`src/rtl/imem_loader_pkg.sv`:
```
// Shared types and constants for the instruction memory loader.
package imem_loader_pkg;

  // Loader FSM states.
  typedef enum logic [1:0] {
    IDLE  = 2'd0,
    LOAD  = 2'd1,
    WRITE = 2'd2,
    DONE  = 2'd3
  } state_t;

  // Bytes packed into one instruction word, and the resulting word width.
  localparam int BYTES_PER_WORD = 4;
  localparam int WORD_WIDTH     = 8 * BYTES_PER_WORD;

  // Clamp a requested word count to the memory capacity (2^addr_width words).
  function automatic logic [31:0] sat_count(input logic [31:0] count,
                                            input int          addr_width);
    logic [31:0] cap;
    cap = 32'd1 << addr_width;
    return (count > cap) ? cap : count;
  endfunction

endpackage

```
`src/rtl/byte_packer.sv`:
```
// Big-endian byte packer: shifts bytes in from the low end so the first
// byte of a word ends up in the most significant lane.
module byte_packer
  import imem_loader_pkg::*;
(
  input  logic                  Clk,
  input  logic                  Reset,
  input  logic                  Clear,
  input  logic                  Shift,
  input  logic [7:0]            ByteIn,
  output logic [WORD_WIDTH-1:0] Word,
  output logic                  Full
);

  localparam int                CNT_W     = $clog2(BYTES_PER_WORD);
  localparam logic [CNT_W-1:0]  LAST_BYTE = CNT_W'(BYTES_PER_WORD - 1);

  logic [CNT_W-1:0] byte_cnt;

  // Shift register and byte counter; Clear wins over Shift so a new load
  // always starts from an empty word.
  always_ff @(posedge Clk or posedge Reset) begin
    // NOTE: sequential state uses non-blocking (<=) so every register sees
    // the pre-edge values of the others, independent of statement order.
    if (Reset) begin
      Word     <= '0;
      byte_cnt <= '0;
    end else if (Clear) begin
      Word     <= '0;
      byte_cnt <= '0;
    end else if (Shift) begin
      Word     <= {Word[WORD_WIDTH-9:0], ByteIn};
      byte_cnt <= byte_cnt + CNT_W'(1);
    end
  end

  // The counter wraps to 0 on its own after the last byte of a word.
  assign Full = Shift && (byte_cnt == LAST_BYTE);

endmodule

```
`src/rtl/imem_loader.sv`:
```
// Byte-serial instruction memory loader: accepts a byte stream, packs four
// bytes per word and writes the words to sequential addresses from 0 while
// holding the CPU.
module imem_loader
  import imem_loader_pkg::*;
#(
  parameter int ADDR_WIDTH = 8
) (
  input  logic                  Clk,
  input  logic                  Reset,
  input  logic                  Start,
  input  logic [ADDR_WIDTH:0]   WordCount,
  input  logic [7:0]            ByteIn,
  input  logic                  ByteValid,
  output logic                  ByteReady,
  output logic                  MemWrite,
  output logic [ADDR_WIDTH-1:0] MemAddr,
  output logic [31:0]           MemData,
  output logic                  CpuHold,
  output logic                  Done
);

  // Address and count carry one extra bit so a full-capacity load can be
  // compared against 2^ADDR_WIDTH without wrapping.
  localparam int               CNT_W = ADDR_WIDTH + 1;
  localparam logic [CNT_W-1:0] ONE   = CNT_W'(1);

  state_t                state;
  state_t                state_next;
  logic [CNT_W-1:0]      addr;
  logic [CNT_W-1:0]      count;
  logic                  start_load;
  logic                  accept;
  logic                  full;
  logic [WORD_WIDTH-1:0] word;

  // A byte is only taken in LOAD, which is exactly when ByteReady is high.
  assign start_load = (state == IDLE) && Start;
  assign accept     = (state == LOAD) && ByteValid;

  byte_packer u_packer (
    .Clk    (Clk),
    .Reset  (Reset),
    .Clear  (start_load),
    .Shift  (accept),
    .ByteIn (ByteIn),
    .Word   (word),
    .Full   (full)
  );

  // State register.
  always_ff @(posedge Clk or posedge Reset) begin
    if (Reset) state <= IDLE;
    else       state <= state_next;
  end

  // Latched word count and current word address.
  always_ff @(posedge Clk or posedge Reset) begin
    if (Reset) begin
      count <= '0;
      addr  <= '0;
    end else if (start_load) begin
      count <= CNT_W'(sat_count(32'(WordCount), ADDR_WIDTH));
      addr  <= '0;
    end else if (state == WRITE) begin
      addr <= addr + ONE;
    end
  end

  // Next-state logic and state-decoded outputs.
  always_comb begin
    // NOTE: every output gets a default before the case so no path leaves
    // a signal unassigned, which would otherwise infer a latch.
    state_next = state;
    ByteReady  = 1'b0;
    MemWrite   = 1'b0;
    CpuHold    = 1'b0;
    Done       = 1'b0;
    case (state)
      IDLE: begin
        if (Start) state_next = (WordCount == '0) ? DONE : LOAD;
      end
      LOAD: begin
        ByteReady = 1'b1;
        CpuHold   = 1'b1;
        if (full) state_next = WRITE;
      end
      WRITE: begin
        MemWrite   = 1'b1;
        CpuHold    = 1'b1;
        state_next = ((addr + ONE) == count) ? DONE : LOAD;
      end
      DONE: begin
        Done       = 1'b1;
        state_next = IDLE;
      end
      default: state_next = IDLE;
    endcase
  end

  assign MemAddr = addr[ADDR_WIDTH-1:0];
  assign MemData = word;

endmodule

```
`config.mk`:
```
export PLATFORM = sky130hd
export DESIGN_NAME = imem_loader
export DESIGN_NICKNAME = d
export VERILOG_FILES = /design/src/rtl/imem_loader_pkg.sv /design/src/rtl/byte_packer.sv /design/src/rtl/imem_loader.sv
export SDC_FILE = /design/constraint.sdc
export NUM_CORES = 1
export LEC_CHECK = 0
export CAP_MARGIN = 20
export CORE_MARGIN = 10
export CORE_UTILIZATION = 30
export CTS_CLUSTER_DIAMETER = 100
export DETAILED_ROUTE_END_ITERATION = 7
export HOLD_SLACK_MARGIN = 0.12
export MAX_ROUTING_LAYER = met4
export PLACE_DENSITY = 0.6
export SYNTH_ARGS = -nofsm -noshare
export SYNTH_HDL_FRONTEND = slang
export SYNTH_SLANG_ARGS = --single-unit
```
`constraint.sdc`:
```
create_clock -name Clk -period 2.3 [get_ports Clk]
set_input_delay 0.69 -clock Clk [delete_from_list [all_inputs] [get_ports Clk]]
set_output_delay 0.69 -clock Clk [all_outputs]
set_load 0.05 [all_outputs]
```
### Word-level counts from Yosys, hierarchy flattened

Cells that the tools add are included.

* logic and storage cells: 40
* output and inout bits: 44
* register bits after elaboration: 54

* add/sub/neg operators: 2
* reductions and logical operators: 9
* muxes and demuxes: 16
* eq/ne operators: 7
* order comparisons: 1

Operators by type and width (number)
* $mux 32: 2
* $mux 9: 3
* $mux 2: 6
* $add 9x1->9 const B: 1
* $eq 9x9->1: 1
* $gt 9x9->1 const B: 1
* $logic_not 9->1: 1
* $pmux 2 s4: 1
* $eq 2x2->1 const B: 3
* $mux 1: 4
* $ne 2x2->1 const B: 2
* $reduce_bool 2->1: 2
* $logic_and 1x1->1: 3
* $add 2x1->2 const B: 1
* $eq 2x1->1 const B: 1
* $logic_not 2->1: 1
* $reduce_and 2->1: 1
* $reduce_or 2->1: 1

### Longest topological paths before layout

Gate-level depths: netlist of the first run.

* depth after elaboration: 5
* depth in mapped cells: 7
* depth with buffers taken out: 7

### By module

From an unflattened synthesis of the first run, not the netlist that was laid out.

* cells, all modules: 264
* area, all modules: 2781.4 sq um

By module, submodules not included
* byte_packer: area an instance 1431.4 sq um, times used 1, sequential area each 850.8 sq um, cells an instance 113
* imem_loader: area an instance 1350.0 sq um, times used 1, sequential area each 500.5 sq um, cells an instance 151

### Worst setup path after synthesis of the first run

No wires, ideal clock.

* kind: register -> register
* start point: reg state[0]
* end point: reg state[1]
* required time: 2.208 ns
* setup time: 0.092 ns
* arrival: 1.734 ns
* period minus slack after synthesis: 1.826 ns
* buffers on the path: 1
* stages on the path, launching flop included: 7
* path slack: 0.474 ns
* path through: dfrtp_1 > inv_1 > ha_1 > buf_2 > and4_1 > nand4_1 > o31ai_2

* longest elaborated chain between the ends: 5
* elaborated cells on any way between the ends: 10
* those cells by class: eq/ne: 5; mux: 1; reduce/logical: 4

Ends and longest elaborated chain
* start: declaration: line imem_loader.sv:28 `state_t state;`
* start signal: assignment: line imem_loader.sv:54 `else state <= state_next;`
* $eq 2x1->1: line imem_loader.sv:39, imem_loader.sv:79
* $logic_and 1x1->1: line imem_loader.sv:39 `assign accept = (state == LOAD) && ByteValid;`
* $logic_and 1x1->1: line byte_packer.sv:38 `assign Full = Shift && (byte_cnt == LAST_BYTE);`
* $ne 2x2->1 (no line)
* $reduce_and 2->1 (no line)

Several ways; a longest one is shown, not always the timed one.
A chain may end at the register's enable or synchronous reset.

### Worst setup path after layout of the first run

* start point: reg u_packer.Word[5]
* end point: out MemData[5]

RTL lines
* start: declaration: line byte_packer.sv:11 `output logic [WORD_WIDTH-1:0] Word,`
* start signal: assignment: line byte_packer.sv:32 `Word <= {Word[WORD_WIDTH-9:0], ByteIn};`
* end: declaration: line imem_loader.sv:18 `output logic [31:0] MemData,`

No word-level cell between the ends.

==> impl_metrics.yaml, run 1 <==
sta:
  worst_pin_slew_ns: 0.5262
  max-slew-margin-rel_pct: 64.81
  layout_setup_ws_ns: 0.05947
  final_hold_viol_count: 0
  fmax_mhz: 446.3
  tns_ns: 0
  rsz0062_at_grt: "no"
  skew_ns: 0.01503
  timing_max_transition_violations_final: 0
  setup_viol: 0
  final_cycle_share_pct: 97.41
  timing.final.crit_period_ns: 2.241
clock_network:
  tritoncts.num_buffers: 5
  cts_buffer_depth: 2
  cts.repair_timing.setup_buffer_count: 0
  cts.root.buffer_cell: "sky130_fd_sc_hd__clkbuf_8"
  cts_htree_levels: 2
  cts_tree: "yes"
  cts.hold.buffers_added: 0
  clock_insertion_delay_worst_skew_ns: 0.31
  clock_transition_time_at_the_flip_flop_clock_pins_of_the_worst_setup_and_hold_paths_ns: 0.10
  clock_sink_count: 54
  post_cts_resized: 0
setup_path:
  worstReg2RegEnd: "state[1]"
  worstPathRequired_ns: 1.61
  delay_of_the_slowest_cell_on_the_worst_path_ns: 0.83
  worst-setup-path-type: "register to output port"
  r2r_slack_ns: 0.63
  timing.critical_path.arrival_ns: 1.55
  critical_path_buf_inv_count: 1
  timing.rr.start: "addr[0]"
  endpoint_kind: "output port"
  worstPathCellList: "clkdlybuf4s50_1"
  critical_path.max_fanout: 3
  slowest_stage: "sky130_fd_sc_hd__clkdlybuf4s50_1"
  setup.worst_path.start_class: "register"
  reg2reg_depth: 6
  path_delay_family: "buffers and inverters"
synth:
  post-synth-top-area-cell: "sky130_fd_sc_hd__dfrtp_1"
  seq_area_frac_synth_pct: 51.14
  synthDistinctLibCells: 35
  synth.ff_latch_count: 54
  asyncSetResetFlopFracSynth_pct: 100.0
  synth_largest_type_area_fraction_pct: 51.14
  synth_top_flop_cell: "sky130_fd_sc_hd__dfrtp_1"
  net_count_after_synthesis: 318
  synth_enable_flop_cells: 0
  ys.warnings.count: 0
  post_synth.cell_area_avg_um2: 9.112
  syn-instance-count: 290
  post_synth_main_area_contributors: "sky130_fd_sc_hd__dfrtp_1, sky130_fd_sc_hd__nand2_1, sky130_fd_sc_hd__a21oi_1, sky130_fd_sc_hd__ha_1, sky130_fd_sc_hd__xor2_1"
  synth.cell_area_um2: 2643
die:
  number_of_placed_i_o_pins: 65
  std_cell_rows: 34
  start_util_pct: 30.60
  core-area_um2: 8636
  floorplan.die.height_um: 113.9
  x_dimension_of_the_die_um: 113.9
  die_area_um2: 12960
global_route:
  grt_util_all_layers_pct: 10.90
  grt.overflow.total: 0
  pin_count_of_the_biggest_net_entering_global_routing: 55
  grt_antenna_before_repair: 0
  first_global_vias: 2110
  grt_pass1_wl_um: 11270
route:
  drt_iter0_drc: 139
  total_routed_length_um: 6693
  routed-via-count: 2052
  drc: 0
  vias_per_cell: 4.560
  post_detailed_route_count_of_antenna_violating_nets: 0
  detail_route.first_pass.iterations: 4
  wl_per_cell_um: 14.87
pwr:
  power.net_switching_mw: 1.960
  combinationalPowerShare_pct: 52.4
  p_int_mw: 2.336
  swShare_pct: 45.63
  power.share.clock_pct: 14.7
  power_density_nw_per_um2: 1236
  sequentialPowerShare_pct: 32.9
  leakage_power_nw: 1.499
  max_ir_drop_vdd_mv: 1.129
finish:
  layout-area-overhead-vs-synth_pct: 31.49
  antenna-diode-count: 0
  drive_gt1_share_pct: 11.11
  num-fill-cells: 908
  final_nets: 370
outcome:
  status: "complete, no violations"
placed_design:
  gpl.final_weighted_congestion: 0.7612
  post-place-ws_ns: 0.1828
  port-buffer-count: 64
  dp_hpwl_um: 4781
worst_hold_path:
  holdCritStartpoint: "count[8]"
  hp-class: "register to register"
  min_delay_worst_endpoint: "count[8]"
  min_path_cells: 2
run:
  max_cap_viol_count: 0
## cell type report
type | instances | area [µm²] | area share [%]
repair buffers | 70 | 730.7 | 21.03
multi-input cells | 208 | 1139 | 32.77
inverters | 3 | 11.26 | 0.3241
clock buffers | 5 | 68.82 | 1.981
well taps | 108 | 135.1 | 3.889
clock inverters | 2 | 38.79 | 1.116
flip-flops and latches | 54 | 1351 | 38.89
## layout by cell type, fill, tap and decap left out, types with 2 or more instances in the layout
master                            instances
sky130_fd_sc_hd__o21ai_0                 12
sky130_fd_sc_hd__clkbuf_8                 5
sky130_fd_sc_hd__clkdlybuf4s50_1         47
sky130_fd_sc_hd__mux2i_1                  2
sky130_fd_sc_hd__xnor2_1                  8
sky130_fd_sc_hd__buf_12                   7
sky130_fd_sc_hd__a21oi_1                 35
sky130_fd_sc_hd__and2_1                   3
sky130_fd_sc_hd__dfrtp_1                 54
sky130_fd_sc_hd__nand4_1                  4
sky130_fd_sc_hd__ha_1                     7
sky130_fd_sc_hd__a31oi_1                  2
sky130_fd_sc_hd__inv_1                    2
sky130_fd_sc_hd__and4_1                   2
sky130_fd_sc_hd__nand3_1                  3
sky130_fd_sc_hd__nand2b_1                 8
sky130_fd_sc_hd__xor2_1                  10
sky130_fd_sc_hd__nor2_1                  13
sky130_fd_sc_hd__nand2_1                 84
sky130_fd_sc_hd__buf_4                   16
## worst max-delay path by stage
| stage | from | endpoint | slack [ns] | cells past startpoint |
|---|---|---|---|---|
| 3_5_place_dp | WordCount[2] | state[1] | 0.18 | 6 |
| 6_report | u_packer.Word[5] | MemData[5] | 0.06 | 1 |
| 5_1_grt | u_packer.Word[16] | MemData[16] | 0.02 | 1 |
| 2_1_floorplan | Reset | addr[0] | 0.30 | 1 |
| 3_3_place_gp | ByteValid | state[1] | 0.22 | 6 |
| 4_1_cts | u_packer.Word[11] | MemData[11] | 0.06 | 1 |
## kinds of logic after synthesis
group	count (synthesis)	share of synthesized area (%)
muxes	2	0.7576
adders and majority gates	7	3.314
xor gates and xnor gates	19	6.582
buffers and inverters	28	5.776
DFF	54	51.14
and+or+nand+nor	127	21.64
AOI/OAI and AO/OA	53	10.80
## metal layers
layer / share of wire (%) / GRT usage (%)
met1: 50 / 15.15
met2: 46 / 16.00
met3: 2.5 / 1.470
met4: 1.4 / 3.509
met5: 0 / -
## state kept, by name (all words and copies together), names as in the netlist
| signal | cells |
|---|---|
| addr | 9 |
| count | 9 |
| state | 2 |
| u_packer.Word | 32 |
| u_packer.byte_cnt | 2 |
## power by group through the flow
stage	Clock (mW)	Sequential [mW]	Combinational [mW]
final	0.629	1.41	2.25
after global routing	0.686	1.46	2.43
after CTS	0.652	1.42	2.28
after detailed placement	0	1.44	2.27
after global placement	0	1.43	2.25
after floorplan	0	1.89	1.02
## synthesized netlist by cell type, types with 2 or more instances
cell and count:
sky130_fd_sc_hd__a21oi_1 35, sky130_fd_sc_hd__a31oi_1 2, sky130_fd_sc_hd__and2_1 3, sky130_fd_sc_hd__and4_1 2
sky130_fd_sc_hd__buf_2 5, sky130_fd_sc_hd__buf_4 9, sky130_fd_sc_hd__clkbuf_1 10, sky130_fd_sc_hd__dfrtp_1 54
sky130_fd_sc_hd__ha_1 7, sky130_fd_sc_hd__inv_1 3, sky130_fd_sc_hd__mux2i_1 2, sky130_fd_sc_hd__nand2_1 84
sky130_fd_sc_hd__nand2b_1 8, sky130_fd_sc_hd__nand3_1 3, sky130_fd_sc_hd__nand4_1 4, sky130_fd_sc_hd__nor2_1 13
sky130_fd_sc_hd__o21ai_0 12, sky130_fd_sc_hd__xnor2_1 8, sky130_fd_sc_hd__xor2_1 10
## per-stage QoR
stage          hold WS [ns]  total power [mW]  util [%]  cell area (µm²)  cells
2_1_floorplan        0.4659             2.907         -             2643    290
3_3_place_gp         0.4844             3.677     38.99             3367    443
3_5_place_dp         0.4871             3.709     38.99             3367    443
4_1_cts              0.5105             4.353     40.23             3475    450
5_1_grt              0.5538             4.578     40.23             3475    450
6_report             0.5046             4.296     40.23             3475    450
No activity file was read; power rests on OpenSTA's default activity.
==> run 2: changes to the inputs <==
--- a/config.mk
+++ b/config.mk
@@ -10,7 +10,7 @@
 export CORE_UTILIZATION = 30
 export CTS_CLUSTER_DIAMETER = 100
 export DETAILED_ROUTE_END_ITERATION = 7
-export HOLD_SLACK_MARGIN = 0.12
+export HOLD_SLACK_MARGIN = 0.15
 export MAX_ROUTING_LAYER = met4
 export PLACE_DENSITY = 0.6
 export SYNTH_ARGS = -nofsm -noshare
==> results of run 2 <==
No change in the layout: final DEF, timing and power equal those of run 1.
==> RTL edit 1: new RTL, config.mk and constraints of run 2 <==
Reset style: synchronous (`Reset`), changed in 3 clocked blocks.
--- a/src/rtl/byte_packer.sv
+++ b/src/rtl/byte_packer.sv
@@ -21,3 +21,3 @@
   // always starts from an empty word.
-  always_ff @(posedge Clk or posedge Reset) begin
+  always_ff @(posedge Clk) begin
     // NOTE: sequential state uses non-blocking (<=) so every register sees
--- a/src/rtl/imem_loader.sv
+++ b/src/rtl/imem_loader.sv
@@ -51,3 +51,3 @@
   // State register.
-  always_ff @(posedge Clk or posedge Reset) begin
+  always_ff @(posedge Clk) begin
     if (Reset) state <= IDLE;
@@ -57,3 +57,3 @@
   // Latched word count and current word address.
-  always_ff @(posedge Clk or posedge Reset) begin
+  always_ff @(posedge Clk) begin
     if (Reset) begin
Behaviour: differs if Reset is asserted again (counterexample within 4 cycles, from zero or initial values and one cycle with Reset high); with Reset held inactive, the same outputs for 10 cycles.
==> RTL edit 1 against run 2 <==
Setup slack improved by 0.024 ns; critical path depth unchanged; sequential share of layout area decreased by 5.8 points; final area fell by 6.0%; routed wire length fell by 3.5%; die area down 5.8%; synthesized area shrank 7.0%; sequential cell count unchanged; largest cell class is now multi-input combinational cells.
Power is not compared: it rests on default switching activity, and its combinational part moved more than twofold at a synthesized area within 25%.
==> RTL edit 1: results <==
set metrics [dict create \
    dp_hpwl_um 4880 \
    grt_util_all_layers 0.105 \
    slowest_stage "clkdlybuf4s50_1" \
    worstSkewPairLatency_ns 0.31 \
    cts_buffer_depth 2 \
    fin_skew_ns 0.0122 \
    dp_slack_ns -0.0743 \
    syn-num-nets 328 \
    gp_congestion 0.789 \
    grt_max_degree 44 \
    synth.distinct_cells 39 \
    synth_warnings 0 \
    dr_wl_met2_um 3050 \
    leakagePower_nw 1.13 \
    grtUsageMet3 0.0249 \
    yosysSeqAreaShare 0.440 \
    critical_path.top_delay_family "buffers and inverters" \
    min_from "u_packer.Word[29]" \
    async_reset_ff_frac 0 \
    cts_htree_levels 2 \
    cts-resized-gates 0 \
    viasPerCell 4.73 \
    cp_max_fo 3 \
    max_stage_delay_ns 0.84 \
    routed_wl_um 6460 \
    postCtsSetupRepairBufs 0 \
    path_clk_slew_ns 0.10 \
    synth_area_per_cell_um2 8.19 \
    top_layer "met4" \
    tightest_slew_ns 0.525 \
    worstReg2RegStart "addr[1]" \
    io_buffer_count 64 \
    dr_wl_met3_um 247 \
    globalRouteMet1Util 0.130 \
    grt_pass1_vias 2053 \
    drt_first_pass_iters 4 \
    p_int_w 0.00167 \
    dp_cells 447 \
    drt-initial-drc-count 107 \
    wire_per_inst_um 14.2 \
    outcome "completed" \
    met2_usage 0.164 \
    antenna_found_initial 0 \
    cts_buffers 5 \
    cts-root-buf "clkbuf_8" \
    startpoint "u_packer.Word[9]" \
    grt_pass1_wl_um 10600 \
    final_nets 380 \
    drive_gt1_frac 0.102 \
    vdd_drop_max_mv 0.965 \
    hp-class "reg -> reg" \
    synthTopCellsByCount "78 x nand2_1, 54 x dfxtp_1, 43 x a21oi_1" \
    ys_top_cells_by_area "dfxtp_1 44%, nand2_1 12%, a21oi_1 8.8%" \
    diodes 0 \
    met1_length_um 3090 \
]
## RTL edit 1: changes by cell type after synthesis, moves of 3 or more
cell and change:
dfxtp_1 +54, dfrtp_1 -54, o21ai_0 -6, nand2b_1 -6, buf_2 +3, a21oi_1 +8
a22o_1 +6, nand2_1 -6
## RTL edit 1: final timing paths
| path | cells past startpoint | slack (ns) | to |
|---|---|---|---|
| worst max-delay path | 1 | 0.08 | MemData[9] |
| worst min-delay path | 2 | 0.46 | u_packer.Word[29] |
| worst max register to register | 6 | 0.38 | state[1] |
| worst min register to register | 2 | 0.46 | u_packer.Word[29] |
## RTL edit 1: stage by stage
stage               power, W   util  cell area, µm²
global placement     0.00214  0.404            3170
detailed placement   0.00215  0.404            3170
global route         0.00284  0.416            3270
floorplan            0.00173      -            2460
CTS                  0.00271  0.416            3270
finish               0.00268  0.416            3270
## RTL edit 1: power by group through the flow
stage	Sequential (W)	Clock (W)	Combinational (W)
floorplan	0.00111	0	0.000623
global placement	0.00107	0	0.00107
detailed placement	0.00108	0	0.00108
CTS	0.00105	0.000581	0.00108
global route	0.00106	0.000628	0.00115
finish	0.00105	0.000565	0.00106
## RTL edit 1: final cells by class
class | instances | area (µm²)
clock inverters | 1 | 8.76
repair buffers | 72 | 736
multi-input cells | 217 | 1220
inverters | 2 | 7.51
well taps | 102 | 128
clock buffers | 7 | 86.3
flip-flops and latches | 54 | 1080
fillers | 844 | 4580
## RTL edit 1: cells by family after synthesis
family          count (synthesis)  synth area share
mux                             2           0.00815
xor+xnor                       17            0.0606
flops                          54             0.440
simple gates                  126             0.235
compound gates                 65             0.157
buf+inv                        29            0.0636
fa+ha+maj                       7            0.0356
==> RTL edit 2: new RTL, config.mk and constraints of run 2 <==
Without the edit above. Re-encode `state_t` (4 states) as one-hot, 4 bits wide.
--- a/src/rtl/imem_loader_pkg.sv
+++ b/src/rtl/imem_loader_pkg.sv
@@ -4,7 +4,7 @@
   // Loader FSM states.
-  typedef enum logic [1:0] {
-    IDLE  = 2'd0,
-    LOAD  = 2'd1,
-    WRITE = 2'd2,
-    DONE  = 2'd3
+  typedef enum logic [3:0] {
+    IDLE  = 4'b0001,
+    LOAD  = 4'b0010,
+    WRITE = 4'b0100,
+    DONE  = 4'b1000
   } state_t;
Behaviour: same outputs for any inputs over 10 cycles, from zero or initial values and one cycle with Reset high; not proved beyond that.
==> RTL edit 2 against run 2 <==
Fmax fell by 1.7%; total power down 29%; first-iteration DRC count fell by 55%; global-route usage is 0.10 points lower; setup slack got worse by 0.040 ns; combinational power is 47% lower; final area increased by 0.58%; routed wire length decreased by 0.51%; critical path depth is 3 higher; final cell count shrank 9.6%; sequential cell count up 2; synthesized area is 2.7% lower; largest power group is now registers.
==> RTL edit 2: results <==
set metrics [dict create \
    holdWs_ns 0.507 \
    reg2reg_slack_ns 0.32 \
    yosysSeqAreaShare 0.545 \
    synth_compound_area_frac 0.186 \
    fin_skew_ns 0.00578 \
    crit_end "CpuHold" \
    synthAdderAreaFrac 0.00973 \
    dr_wl_met2_um 3000 \
    dp_slack_ns 0.0946 \
    globalRouteMet1Util 0.135 \
    p_sw_w 0.00120 \
    grt_util_all_layers 0.108 \
    vdd_drop_max_mv 0.547 \
    cp_max_fo 2 \
    stdcell_count 407 \
    startpoint "state[3]" \
    yosys.area_share.xor_xnor 0.0409 \
    synthTopCellsByCount "55 x dfrtp_1, 33 x a22o_1, 29 x nand2_1" \
    dr_wl_met3_um 419 \
    postCtsSetupRepairBufs 2 \
    critical_path.top_delay_family "simple AND/OR/NAND/NOR gates" \
    leakagePower_nw 1.67 \
    drt-initial-drc-count 63 \
    dp_cells 395 \
    dp_hpwl_um 4770 \
    routed_wl_um 6660 \
    synth.distinct_cells 46 \
    final_nets 324 \
    synth_cells 236 \
    worst_slack_ns 0.0199 \
    min_from "count[4]" \
    grt_max_degree 57 \
    vias 2043 \
    muxShareOfSynthArea 0.00438 \
    cts-resized-gates 2 \
    grtUsageMet3 0.0394 \
    tightest_slew_ns 0.572 \
    worstReg2RegStart "addr[1]" \
    grt_pass1_vias 2176 \
    place_area_um2 3340 \
    ys_top_cells_by_area "dfrtp_1 54%, a22o_1 11%, nand2_1 4.2%" \
    hold_end "count[4]" \
    syn-num-nets 259 \
    outcome "completed" \
    met1_length_um 3130 \
    slowest_stage "or4b_4" \
]
[RTL edit 2: changes by cell type after synthesis, sizes merged, moves of 3 or more]
cell,before,now
a21oi,36,2
a22o,0,33
clkbuf,10,5
ha,7,2
nand2,85,29
nand2b,8,1
nand3b,0,9
nor2,14,11
nor3,1,4
o21ai,12,16
xor2,10,2
[RTL edit 2: power groups by stage]
stage	clock, W	sequential, W	combinational (W)
2_1_floorplan	0	0.00157	0.000493
3_3_place_gp	0	0.00131	0.00117
3_5_place_dp	0	0.00132	0.00118
4_1_cts	0.000574	0.00130	0.00120
5_1_grt	0.000610	0.00133	0.00129
6_report	0.000559	0.00130	0.00119
[RTL edit 2: area by class of cell]
cell class / instances / area (µm²)
fill: 799 / 4800
clock buffer: 5 / 68.8
multi-input combinational: 155 / 1040
clock inverter: 3 / 22.5
timing repair buffer: 80 / 816
inverter: 3 / 13.8
tap: 105 / 131
sequential: 56 / 1400
